$ cat config.mk
export PLATFORM = sky130hd
export DESIGN_NAME = fetch_align_ctrl
export DESIGN_NICKNAME = d
export VERILOG_FILES = /design/src/rtl/fetch_align_ctrl_pkg.sv /design/src/rtl/fetch_align_ctrl_halfword_extract.sv /design/src/rtl/fetch_align_ctrl.sv
export SDC_FILE = /design/constraint.sdc
export NUM_CORES = 1
export LEC_CHECK = 0
export ABC_AREA = 0
export CORE_MARGIN = 2
export CORE_UTILIZATION = 47
export DETAILED_ROUTE_END_ITERATION = 16
export HOLD_SLACK_MARGIN = 0.1
export PLACE_DENSITY_LB_ADDON = 0.08
export REMOVE_ABC_BUFFERS = 1
export SETUP_SLACK_MARGIN = 0.1
export SYNTH_ARGS = -nofsm -noshare
export SYNTH_HDL_FRONTEND = slang
export SYNTH_SLANG_ARGS = --single-unit
$ cat constraint.sdc
create_clock -name clk -period 11.15 [get_ports clk]
set_clock_uncertainty 0.2 [all_clocks]
set_input_delay 1.6725 -clock clk [delete_from_list [all_inputs] [get_ports clk]]
set_output_delay 1.6725 -clock clk [all_outputs]
set_load 0.05 [all_outputs]
$ cat src/rtl/fetch_align_ctrl_pkg.sv
// Shared C-extension fetch definitions: state encoding, widths, NOP and the compressed predicate.
package fetch_align_ctrl_pkg;

  localparam int unsigned ILEN   = 32;
  localparam int unsigned HALF_W = 16;

  localparam logic [ILEN-1:0] INSTR_NOP = 32'h0000_0013;

  typedef enum logic [2:0] {
    IDLE     = 3'd0,
    RUN      = 3'd1,
    FETCH    = 3'd2,
    FETCH_HI = 3'd3,
    HALT     = 3'd4
  } type_align_state_e;

  // A halfword starts a compressed instruction unless its two low bits are 2'b11.
  function automatic logic is_comp(input logic [HALF_W-1:0] hw);
    return hw[1:0] != 2'b11;
  endfunction

endpackage

$ cat src/rtl/fetch_align_ctrl_halfword_extract.sv
// Selects the next instruction and its length from the buffered word and straddle halfword.
module fetch_align_ctrl_halfword_extract
  import fetch_align_ctrl_pkg::*;
(
  input  logic [ILEN-1:0]   line,
  input  logic [HALF_W-1:0] hbuf,
  input  logic              sel_hi,
  input  logic              straddle,
  output logic [ILEN-1:0]   instr_c,
  output logic              comp_c
);

  logic [HALF_W-1:0] half;

  // Straddle joins the saved low half with the new word; otherwise pick the half at pc[1].
  always_comb begin
    half    = sel_hi ? line[31:16] : line[15:0];
    instr_c = line;
    comp_c  = 1'b0;
    if (straddle) begin
      instr_c = {line[15:0], hbuf};
    end else if (is_comp(half)) begin
      instr_c = {16'h0000, half};
      comp_c  = 1'b1;
    end
  end

endmodule

$ cat src/rtl/fetch_align_ctrl.sv
// Fetch-side sequencer: word fetches, halfword alignment, and redirect handling for RVC.
module fetch_align_ctrl
  import fetch_align_ctrl_pkg::*;
#(
  parameter int unsigned     XLEN     = 32,
  parameter logic [XLEN-1:0] PC_RESET = '0
) (
  input  logic            clk,
  input  logic            rst,
  input  logic            redirect_i,
  input  logic [XLEN-1:0] redirect_pc_i,
  output logic            fetch_req_o,
  output logic [XLEN-1:0] fetch_addr_o,
  output logic            fetch_kill_o,
  input  logic            fetch_ack_i,
  input  logic [ILEN-1:0] fetch_data_i,
  input  logic            fetch_err_i,
  output logic            instr_valid_o,
  input  logic            id_ready_i,
  output logic [ILEN-1:0] instr_o,
  output logic [XLEN-1:0] instr_pc_o,
  output logic [XLEN-1:0] instr_pc_next_o,
  output logic            is_comp_o,
  output logic            instr_fault_o
);

  localparam int unsigned WORD_W = XLEN - 2;

  type_align_state_e state_q;
  logic [XLEN-1:0]   pc_q;
  logic [ILEN-1:0]   line_q;
  logic [WORD_W-1:0] line_addr_q;
  logic              line_vld_q;
  logic [HALF_W-1:0] hbuf_q;
  logic              hb_vld_q;
  logic              fault_pend_q;

  logic [WORD_W-1:0] pc_word;
  logic [WORD_W-1:0] pc_word_inc;
  logic [XLEN-1:0]   redir_pc;
  logic [XLEN-1:0]   pc_step;
  logic [ILEN-1:0]   ex_instr;
  logic              ex_comp;
  logic              hit;
  logic              strad_hit;
  logic              can_issue;
  logic              slot_free;

  assign pc_word     = pc_q[XLEN-1:2];
  assign pc_word_inc = pc_word + WORD_W'(1);
  assign redir_pc    = redirect_pc_i & ~XLEN'(1);
  assign hit         = line_vld_q && (line_addr_q == pc_word);
  assign strad_hit   = !hit && pc_q[1] && hb_vld_q && line_vld_q && (line_addr_q == pc_word_inc);
  // Low-half hits always issue; upper-half hits issue only when compressed.
  assign can_issue   = (hit && (!pc_q[1] || ex_comp)) || strad_hit;
  assign slot_free   = !instr_valid_o || id_ready_i;
  assign pc_step     = pc_q + (ex_comp ? XLEN'(2) : XLEN'(4));
  // Kill is only meaningful while a request is outstanding.
  assign fetch_kill_o = redirect_i && fetch_req_o;

  fetch_align_ctrl_halfword_extract u_extract (
    .line     (line_q),
    .hbuf     (hbuf_q),
    .sel_hi   (pc_q[1]),
    .straddle (strad_hit),
    .instr_c  (ex_instr),
    .comp_c   (ex_comp)
  );

  // Sequencer: redirect wins, then per-state fetch/issue with registered outputs.
  always_ff @(posedge clk or posedge rst) begin
    if (rst) begin
      state_q         <= IDLE;
      pc_q            <= PC_RESET;
      line_q          <= '0;
      line_addr_q     <= '0;
      line_vld_q      <= 1'b0;
      hbuf_q          <= '0;
      hb_vld_q        <= 1'b0;
      fault_pend_q    <= 1'b0;
      fetch_req_o     <= 1'b0;
      fetch_addr_o    <= '0;
      instr_valid_o   <= 1'b0;
      instr_o         <= '0;
      instr_pc_o      <= '0;
      instr_pc_next_o <= '0;
      is_comp_o       <= 1'b0;
      instr_fault_o   <= 1'b0;
    end else if (redirect_i) begin
      state_q         <= FETCH;
      pc_q            <= redir_pc;
      line_vld_q      <= 1'b0;
      hb_vld_q        <= 1'b0;
      fault_pend_q    <= 1'b0;
      fetch_req_o     <= 1'b1;
      fetch_addr_o    <= {redir_pc[XLEN-1:2], 2'b00};
      instr_valid_o   <= 1'b0;
      instr_o         <= '0;
      instr_pc_o      <= '0;
      instr_pc_next_o <= '0;
      is_comp_o       <= 1'b0;
      instr_fault_o   <= 1'b0;
    end else begin
      if (instr_valid_o && id_ready_i) begin
        instr_valid_o <= 1'b0;
      end
      unique case (state_q)
        IDLE: begin
          state_q      <= FETCH;
          fetch_req_o  <= 1'b1;
          fetch_addr_o <= {pc_word, 2'b00};
        end
        RUN: begin
          if (can_issue) begin
            if (slot_free) begin
              instr_valid_o   <= 1'b1;
              instr_o         <= ex_instr;
              instr_pc_o      <= pc_q;
              instr_pc_next_o <= pc_step;
              is_comp_o       <= ex_comp;
              instr_fault_o   <= 1'b0;
              pc_q            <= pc_step;
              if (strad_hit) begin
                hb_vld_q <= 1'b0;
              end
            end
          end else if (hit) begin
            hbuf_q       <= line_q[31:16];
            hb_vld_q     <= 1'b1;
            state_q      <= FETCH_HI;
            fetch_req_o  <= 1'b1;
            fetch_addr_o <= {pc_word_inc, 2'b00};
          end else begin
            hb_vld_q     <= 1'b0;
            state_q      <= FETCH;
            fetch_req_o  <= 1'b1;
            fetch_addr_o <= {pc_word, 2'b00};
          end
        end
        FETCH, FETCH_HI: begin
          if (fetch_ack_i) begin
            fetch_req_o <= 1'b0;
            if (fetch_err_i) begin
              line_vld_q <= 1'b0;
              hb_vld_q   <= 1'b0;
              state_q    <= HALT;
              if (slot_free) begin
                instr_valid_o   <= 1'b1;
                instr_o         <= INSTR_NOP;
                instr_pc_o      <= pc_q;
                instr_pc_next_o <= pc_q + XLEN'(4);
                is_comp_o       <= 1'b0;
                instr_fault_o   <= 1'b1;
              end else begin
                fault_pend_q <= 1'b1;
              end
            end else begin
              line_q      <= fetch_data_i;
              line_addr_q <= fetch_addr_o[XLEN-1:2];
              line_vld_q  <= 1'b1;
              state_q     <= RUN;
            end
          end
        end
        HALT: begin
          if (fault_pend_q && slot_free) begin
            fault_pend_q    <= 1'b0;
            instr_valid_o   <= 1'b1;
            instr_o         <= INSTR_NOP;
            instr_pc_o      <= pc_q;
            instr_pc_next_o <= pc_q + XLEN'(4);
            is_comp_o       <= 1'b0;
            instr_fault_o   <= 1'b1;
          end
        end
        default: begin
          state_q <= IDLE;
        end
      endcase
    end
  end

endmodule

* Word level (Yosys, flattened, before mapping) *
Index checks and enable logic that the tools add are counted.

cells by class
  eq/ne operators = 18
  multiplexer cells = 85
  bitwise operators = 3
  shifts and indexed selects = 0
  $add $sub $neg = 3
  divide/modulo/power cells = 0
  reductions and logical operators = 38
  magnitude comparators = 0
  $mul = 0

operator list
  cell                                                  number
  two-way mux 32 bit                                    27
  case mux 32 bit (3 select lines)                      3
  case mux 32 bit (2 select lines)                      1
  equality test 30 bit                                  2
  two-way mux 1 bit                                     41
  adder 32 x 3 -> 32 bit                                1
  adder 32 x 3 -> 32 bit (second input constant)        1
  adder 30 x 1 -> 30 bit (second input constant)        1
  inequality test 3 bit (second input constant)         8
  two-way mux 16 bit                                    1
  two-way mux 3 bit                                     5
  AND reduction 5 bit                                   3
  case mux 1 bit (3 select lines)                       4
  case mux 3 bit (4 select lines)                       1
  nonzero test 2 bit                                    5
  logical AND 1 bit                                     9
  AND reduction 3 bit                                   3
  nonzero test 3 bit                                    3
  inequality test 4 bit (second input constant)         2
  AND reduction 4 bit                                   2
  nonzero test 4 bit                                    2
  AND reduction 7 bit                                   1
  equality test 3 x 2 -> 1 bit (second input constant)  2
  inequality test 2 bit (second input constant)         2
  other kinds (9)                                       17

word-level totals
  register bits after elaboration = 248
  bits in read-only memories = 0
  memories kept = 0
  bits in latches = 0
  logic and storage cells = 163
  RAM bits = 0

* Depth between registers and ports, before layout *
Gate-level depths: netlist (run 1).

  depth after elaboration = 14
  depth in mapped cells = 24
  gate-level depth less buffers = 20

* Cells and area by module *
A second synthesis (run 1) with hierarchy kept.

second synthesis, totals
  cells, all modules = 1434
  area total of the unflattened synthesis = 13803.2 um^2

modules (own cells, without submodules)
  module                             sequential area each (um^2)  area each (um^2)  instances  cells each
  fetch_align_ctrl                   6130.9                       13171.4           1          1340
  fetch_align_ctrl_halfword_extract  0.0                          631.9             1          94

* Worst setup path after synthesis (run 1) *
Ideal clock, no wire load.

  kind = register -> register
  start = register pc_q[3]
  end = register instr_pc_next_o[21]
  buffers on the path = 3
  library setup time = 0.128 ns
  data arrival time = 5.389 ns
  cell stages (with the launch flop) = 24
  setup slack = 5.433 ns
  cell sequence = dfrtp_1 ha_1 nand3_2 or4_4 nor3_4 nand2_1 a2111oi_2 nand4_2 buf_2 nand2b_1 inv_1 ha_1 fa_1 and3_1 nand4_1 or3_1 clkbuf_1 or2_2 clkbuf_1 nor2_1 a21oi_1 or3_1 a21oi_1 mux2_1

on the way
  word-level cells in the longest chain between the ends = 14
  elaborated cells between the ends (all ways) = 26
  classes of those cells = add/sub: 3; eq/ne: 3; mux: 10; reduce/logical: 10

ends and longest elaborated chain
  item                                                             RTL line                 text
  start: declaration                                               fetch_align_ctrl.sv:30   logic [XLEN-1:0] pc_q;
  start signal: assignment                                         fetch_align_ctrl.sv:91   pc_q <= redir_pc;
  start signal: assignment                                         fetch_align_ctrl.sv:122  pc_q <= pc_step;
  branches (longest 14 deep; another with adder 32 x 3 -> 32 bit)  n/a
  end signal: assignment                                           fetch_align_ctrl.sv:119  instr_pc_next_o <= pc_step;
  end signal: assignment                                           fetch_align_ctrl.sv:151  instr_pc_next_o <= pc_q + XLEN'(4);
  end signal: assignment                                           fetch_align_ctrl.sv:171  instr_pc_next_o <= pc_q + XLEN'(4);
  end: declaration                                                 fetch_align_ctrl.sv:22   output logic [XLEN-1:0] instr_pc_next_o,

Parallel ways; which one is timed is not known. The select of a mux whose other input is x is not followed.
A chain may end at the register's enable or synchronous reset.

* Final worst setup path (run 1) *
Ends and elaborated chain as after synthesis.

==> impl_metrics.tcl, run 1 <==
set metrics [dict create \
    peakVddDrop_v 0.0001194 \
    yosysSeqAreaShare_pct 45.00 \
    synthArstFlopShare_pct 100.0 \
    clk_latency_ns 0.55 \
    worst_slew_margin_rel_pct 24.27 \
    synth_compound_area_share_pct 9.882 \
    fin_crit_sh_pct 62.52 \
    cts_tree "done" \
    place_area_sq_um 15770 \
    die_w_um 174.3 \
    multi_input_area_sq_um 6995 \
    synth_warnings 0 \
    final_area_sq_um 16780 \
    clockBufferDepth 3 \
    grt_use_total_pct 25.03 \
    layout-drive-gt1-share_pct 12.39 \
    synth-seq-cells 245 \
    holdCritPathClass "flop to flop" \
    combPwrFrac_pct 29.6 \
    rsz0062_at_grt "no" \
    p_leak_nw 6.931 \
    area_delta_synth_final_pct 23.14 \
    grt_overflow 0 \
    critical_path.startpoint "pc_q[3]" \
    cts_buffers 28 \
    drv_cap 0 \
    die_area_sq_um 30360 \
    core_sq_um 28630 \
    drt_iter0_drc 649 \
    synthMuxAreaShare_pct 17.05 \
    crit_fanout 14 \
    register_area_sq_um 6131 \
    crit_path_end "instr_pc_next_o[21]" \
    r2r_end "instr_pc_next_o[21]" \
    die_y_um 174.3 \
    start_util_pct 47.59 \
    postCtsSetupRepairBufs 0 \
    swShare_pct 34.74 \
    vias 10670 \
    fin_nets 1554 \
    r2r_cells 20 \
    cts-root-buf "clkbuf_16" \
    rows 62 \
    final.min_clock_period_ns 6.971 \
    synth_flop_cell "dfrtp_1" \
    slew_violations 0 \
    gp_congestion 0.8941 \
    routed_wl_um 37520 \
    postCtsHoldBufs 0 \
    ios 203 \
    fillers 2512 \
    clkPwrFrac_pct 32.2 \
    cp.required_ns 11.37 \
    hpwl_um 25920 \
    port_buffers 199 \
    post-route-drc-count 0 \
    clock-sinks 245 \
    synth_cells 1337 \
    wl_per_cell_um 19.91 \
    path_class "flop to flop" \
    seqPwrFrac_pct 38.2 \
    synth_edf_count 0 \
    p_int_mw 2.027 \
    setup_tns_ns 0 \
    synth_cell_types 77 \
    cp-start-kind "flop" \
    grt_pass1_vias 10760 \
    p_switching_mw 1.079 \
    cts-resized-gates 0 \
    yosys.area_share.simple_pct 17.59 \
    status "complete, no violations" \
    antenna_found_initial 0 \
    syn_area_per_cell_sq_um 10.19 \
    final_cell_mix "245 x dfrtp_1, 198 x clkdlybuf4s50_1, 124 x nand2_1" \
    grt_max_degree 110 \
    hold_viol_final 0 \
    layout_commonest_cell "dfrtp_1" \
    grt_pass1_wl_um 60850 \
    postRouteAntennaNets 0 \
    setup_viol 0 \
    crit_path_end_kind "flop" \
    vias_per_cell 5.661 \
    worstReg2RegStart "pc_q[3]" \
    antennaDiodeCount 0 \
    synth_top_family_by_area "simple AND/OR/NAND/NOR gates" \
    drt_pass1_iterations 5 \
    netlist_area_sq_um 13620 \
    htree_levels 1 \
    cp.arrival_ns 7.19 \
    path_clk_slew_ns 0.07 \
    synth_fa_ha_area_share_pct 0.5143 \
    max_freq_mhz 143.4 \
    tightest_slew_ns 1.132 \
    reg2reg_slack_ns 4.18 \
    synth_xor_area_share_pct 6.172 \
    p_per_area_nw_per_um2 185.1 \
]
-- power by group through the flow --
| stage | clock network, mW | logic (mW) | registers [mW] |
|---|---|---|---|
| floorplan | 0 | 0.420 | 1.38 |
| global placement | 0 | 0.915 | 1.19 |
| detailed placement | 0 | 0.921 | 1.20 |
| CTS | 1.02 | 0.927 | 1.19 |
| global route | 1.05 | 0.990 | 1.21 |
| finish | 1.00 | 0.920 | 1.19 |
-- through the flow --
stage               hold WS, ns  std cells  util (%)  setup slack, ns  power, mW
floorplan                0.2434       1235         -            1.754      1.797
global placement         0.2633       1833     55.09            4.261      2.110
detailed placement       0.2722       1833     55.09            4.206      2.122
CTS                      0.2859       1885     58.61            4.170      3.129
global route             0.3107       1885     58.61            3.770      3.256
finish                   0.2807       1885     58.61            4.179      3.106
-- final cells by class --
class | instances | share of cell area [%]
Clock buffer | 44 | 5.139
Timing Repair Buffer | 214 | 12.55
Inverter | 13 | 0.3356
Tap cell | 384 | 2.864
Sequential cell | 245 | 36.55
Multi-Input combinational cell | 977 | 41.70
Clock inverter | 8 | 0.8652
-- worst max-delay path, cell delays in order (launching register included) --
cell       delay [ns]
dfrtp_1          0.68
ha_1             0.40
nand3_2          0.32
or4_4            0.65
nor3_4           0.31
nand2_1          0.11
a2111oi_2        0.51
nand4_2          0.23
nand2b_1         0.27
inv_1            0.08
ha_1             0.21
fa_1             0.47
and3_1           0.26
nand4_1          0.41
or3_1            0.43
or2_2            0.28
nor2_1           0.07
a21oi_1          0.40
or3_1            0.18
a21oi_1          0.06
mux2_1           0.31
-- cell families (layout without fill, tap and decap cells) --
family                   Yosys count  in the layout
AND/OR/NAND/NOR                  453            453
XOR/XNOR                          96             96
other                              1              2
flip-flops                       245            245
AO/OA/AOI/OAI                    209            209
buffers and inverters            116            279
multiplexers                     212            212
adder cells (fa/ha/maj)            5              5
-- registers in the layout, summed over array words and instances (netlist names) --
register / count
fault_pend_q: 1
fetch_addr_o: 30
instr_pc_o: 32
instr_pc_next_o: 32
hb_vld_q: 1
pc_q: 31
instr_fault_o: 1
is_comp_o: 1
line_q: 32
hbuf_q: 16
line_addr_q: 30
instr_valid_o: 1
state_q: 3
fetch_req_o: 1
line_vld_q: 1
instr_o: 32
-- how the worst min path moves through the flow --
stage                       start            endpoint  cells after the start
6_report       instr_pc_next_o[0]  instr_pc_next_o[0]                      1
5_1_grt            instr_pc_o[15]      instr_pc_o[15]                      1
3_3_place_gp       instr_pc_o[20]      instr_pc_o[20]                      1
2_1_floorplan           hbuf_q[0]           hbuf_q[0]                      2
4_1_cts             instr_pc_o[0]       instr_pc_o[0]                      1
3_5_place_dp            hbuf_q[0]           hbuf_q[0]                      2
-- cells in the mapped netlist, types with 3 or more instances --
cell | count | share of area (%)
nor2_1 | 80 | 2.2
nand2_1 | 124 | 3.4
or4_1 | 7 | 0.39
nor4_4 | 3 | 0.47
and3_1 | 6 | 0.28
and2_1 | 6 | 0.28
o21ai_1 | 4 | 0.15
nor3b_1 | 4 | 0.22
nand2b_1 | 11 | 0.51
a32o_1 | 3 | 0.22
nand3_1 | 43 | 1.6
a2111oi_2 | 4 | 0.44
dfrtp_1 | 245 | 45
a21o_1 | 3 | 0.17
o22ai_1 | 4 | 0.18
mux2_2 | 94 | 7.8
mux2i_1 | 52 | 3.8
a22oi_1 | 3 | 0.17
clkbuf_1 | 53 | 1.5
or3_1 | 30 | 1.4
buf_4 | 4 | 0.22
o221ai_1 | 3 | 0.19
nor2b_1 | 37 | 1.7
inv_1 | 13 | 0.36
and4_1 | 4 | 0.26
nor4_1 | 20 | 0.92
o311ai_0 | 3 | 0.19
xor2_1 | 31 | 2.0
o211ai_1 | 4 | 0.22
ha_1 | 4 | 0.37
nand4_1 | 27 | 1.2
buf_1 | 6 | 0.17
buf_2 | 38 | 1.4
or2_2 | 6 | 0.28
a21boi_0 | 5 | 0.28
a21oi_1 | 49 | 1.8
nor3_1 | 27 | 0.99
a211oi_1 | 27 | 1.5
xnor2_1 | 65 | 4.2
o21ai_0 | 63 | 2.3
mux2_1 | 66 | 5.5
a31oi_1 | 7 | 0.32
o31a_1 | 8 | 0.51
-- routing by layer --
| metal | vias up | wire length [um] | global-route usage, % |
|---|---|---|---|
| met3 | 51 | 2746 | 6.409 |
| met5 | - | 0 | 0 |
| met2 | 293 | 17150 | 39.45 |
| met4 | 0 | 784 | 6.513 |
| li1 | 5064 | - | - |
| met1 | 5263 | 16850 | 34.44 |
(Power assumes the default switching activity.)
==> run 2: changes to the inputs <==
==> constraint.sdc (replaced) <==
create_clock -name clk -period 6.7 [get_ports clk]
set_clock_uncertainty 0.2 [all_clocks]
set_input_delay 1.005 -clock clk [delete_from_list [all_inputs] [get_ports clk]]
set_output_delay 1.005 -clock clk [all_outputs]
set_load 0.05 [all_outputs]
==> run 2 against run 1 <==
  * Combinational power grew 71%
  * Utilization grew 0.50 points
  * Critical path type unchanged
  * First-iteration DRC count grew 25%
  * Clock power grew 51%
  * Setup slack lost 3.5 ns
  * Routed wire length grew 1.7%
  * Global-route usage grew 0.40 points
  * Hold slack gained 0.00071 ns
  * Cell count grew 1.2%
  * Critical path depth shrank 1
==> impl_metrics.tcl, run 2 (synthesis results as in run 1) <==
set metrics [dict create \
    hpwl_um 26950 \
    final_core_util_pct 59.10 \
    hold_viol_final 0 \
    grt_pass1_wl_um 61750 \
    crit_path_end_kind "flop" \
    fin_cells 1908 \
    area_delta_synth_final_pct 24.19 \
    start_util_pct 47.59 \
    p_int_mw 3.252 \
    wl_per_cell_um 20.01 \
    cts_buffers 28 \
    setup_viol 0 \
    ios 203 \
    postRouteAntennaNets 0 \
    placed_cells 1859 \
    die_w_um 174.3 \
    clockBufferDepth 3 \
    crit_family "simple AND/OR/NAND/NOR gates" \
    swShare_pct 35.57 \
    die_area_sq_um 30360 \
    rsz0062_at_grt "no" \
    gp_congestion 0.9203 \
    vias 10760 \
    cp_cell_sequence "nand3_2 > or4_4 > nor3_4 > nand2_1 > a2111oi_2 > nand4_2 > nand2b_1 > inv_1 > ha_1 > fa_1 > and3_1 > nand4_1 > or3_1 > or2_2 > nor2_1 > a21oi_1 > or3_1 > a21oi_1 > mux2_1" \
    min_from "instr_pc_o[0]" \
    clk_latency_ns 0.55 \
    layout-drive-gt1-share_pct 13.85 \
    cp.arrival_ns 6.22 \
    status "complete, no violations" \
    cts_tree "done" \
    drt_pass1_iterations 5 \
    grt_max_degree 74 \
    min_delay_worst_endpoint "instr_pc_o[0]" \
    final.min_clock_period_ns 5.985 \
    whs_ns 0.2814 \
    cp_slowest_cell "dfrtp_1" \
    port_buffers 199 \
    core_sq_um 28630 \
    die_y_um 174.3 \
    layout_commonest_cell "dfrtp_1" \
    drv_cap 0 \
    p_leak_nw 7.021 \
    critical_path.startpoint "pc_q[4]" \
    r2r_end "instr_pc_next_o[21]" \
    postCtsSetupRepairBufs 0 \
    holdCritPathClass "flop to flop" \
    grt_pass1_vias 10940 \
    cts-resized-gates 0 \
    max_freq_mhz 167.1 \
    r2r_cells 19 \
    crit_fanout 15 \
    htree_levels 1 \
    p_switching_mw 1.795 \
    antennaDiodeCount 0 \
    slew_violations 0 \
    path_clk_slew_ns 0.06 \
    worst_slew_margin_rel_pct 33.18 \
    crit_buf_inv 1 \
    fin_nets 1580 \
    post-route-drc-count 0 \
    p_per_area_nw_per_um2 298.3 \
    clkPwrFrac_pct 30.0 \
    routed_wl_um 38180 \
    clock-sinks 245 \
    final_cell_mix "245 x dfrtp_1, 198 x clkdlybuf4s50_1, 124 x nand2_1" \
    tightest_slew_ns 0.9986 \
    reg2reg_slack_ns 0.72 \
    cp-start-kind "flop" \
    path_class "flop to flop" \
    cp.required_ns 6.93 \
    rows 62 \
    combPwrFrac_pct 31.2 \
    fin_crit_sh_pct 89.33 \
    grt_overflow 0 \
    slowest_delay_ns 0.70 \
    peakVddDrop_v 0.0002196 \
    cts-root-buf "clkbuf_16" \
    antenna_found_initial 0 \
    vias_per_cell 5.640 \
    grt_use_total_pct 25.43 \
    hold_depth 1 \
    postCtsHoldBufs 0 \
    seqPwrFrac_pct 38.9 \
    worstReg2RegStart "pc_q[4]" \
    drt_iter0_drc 810 \
]
==> run 2: cell types whose count changed in the layout (fill, tap and decap cells not counted), moves of 2 or more <==
cell       previous run  this run
buf_4                15        38
buf_12                0         3
bufinv_16             4         1
clkbuf_1              7         5
==> run 2: worst max path at each step <==
stage,end,cells after the start
2_1_floorplan,instr_o[19],14
3_3_place_gp,instr_pc_next_o[21],19
3_5_place_dp,instr_pc_next_o[21],19
4_1_cts,instr_pc_next_o[21],19
5_1_grt,instr_pc_next_o[21],19
6_report,instr_pc_next_o[21],19
==> run 2: area by class of cell <==
| cell class | instances | area [sq um] |
|---|---|---|
| Sequential cell | 245 | 6131 |
| Tap cell | 384 | 480.5 |
| Clock inverter | 8 | 87.58 |
| Multi-Input combinational cell | 977 | 6995 |
| Clock buffer | 41 | 829.5 |
| Inverter | 13 | 56.30 |
| Timing Repair Buffer | 240 | 2338 |
| Fill cell | 2471 | 11710 |
==> run 2: through the flow <==
step / setup TNS [ns] / setup slack [ns] / instance area (sq um) / power, mW
finish: 0 / 0.7151 / 16920 / 5.047
global route: 0 / 0.4084 / 16920 / 5.288
CTS: 0 / 0.7429 / 16920 / 5.096
detailed placement: 0 / 0.7813 / 16000 / 3.555
global placement: 0 / 0.8369 / 16000 / 3.537
floorplan: -536.92 / -2.696 / 13160 / 2.991
==> run 2: power by group through the flow <==
stage	Clock, mW	Combinational (mW)	Sequential [mW]
2_1_floorplan	0	0.700	2.29
3_3_place_gp	0	1.56	1.97
3_5_place_dp	0	1.57	1.98
4_1_cts	1.56	1.58	1.96
5_1_grt	1.60	1.69	2.00
6_report	1.51	1.57	1.96
==> run 2: metal layers <==
metal  track usage (%)  share of wire, %
met5                 0                 0
met4             7.773               3.0
met3             5.665               6.6
met2             40.53                46
met1             34.71                45
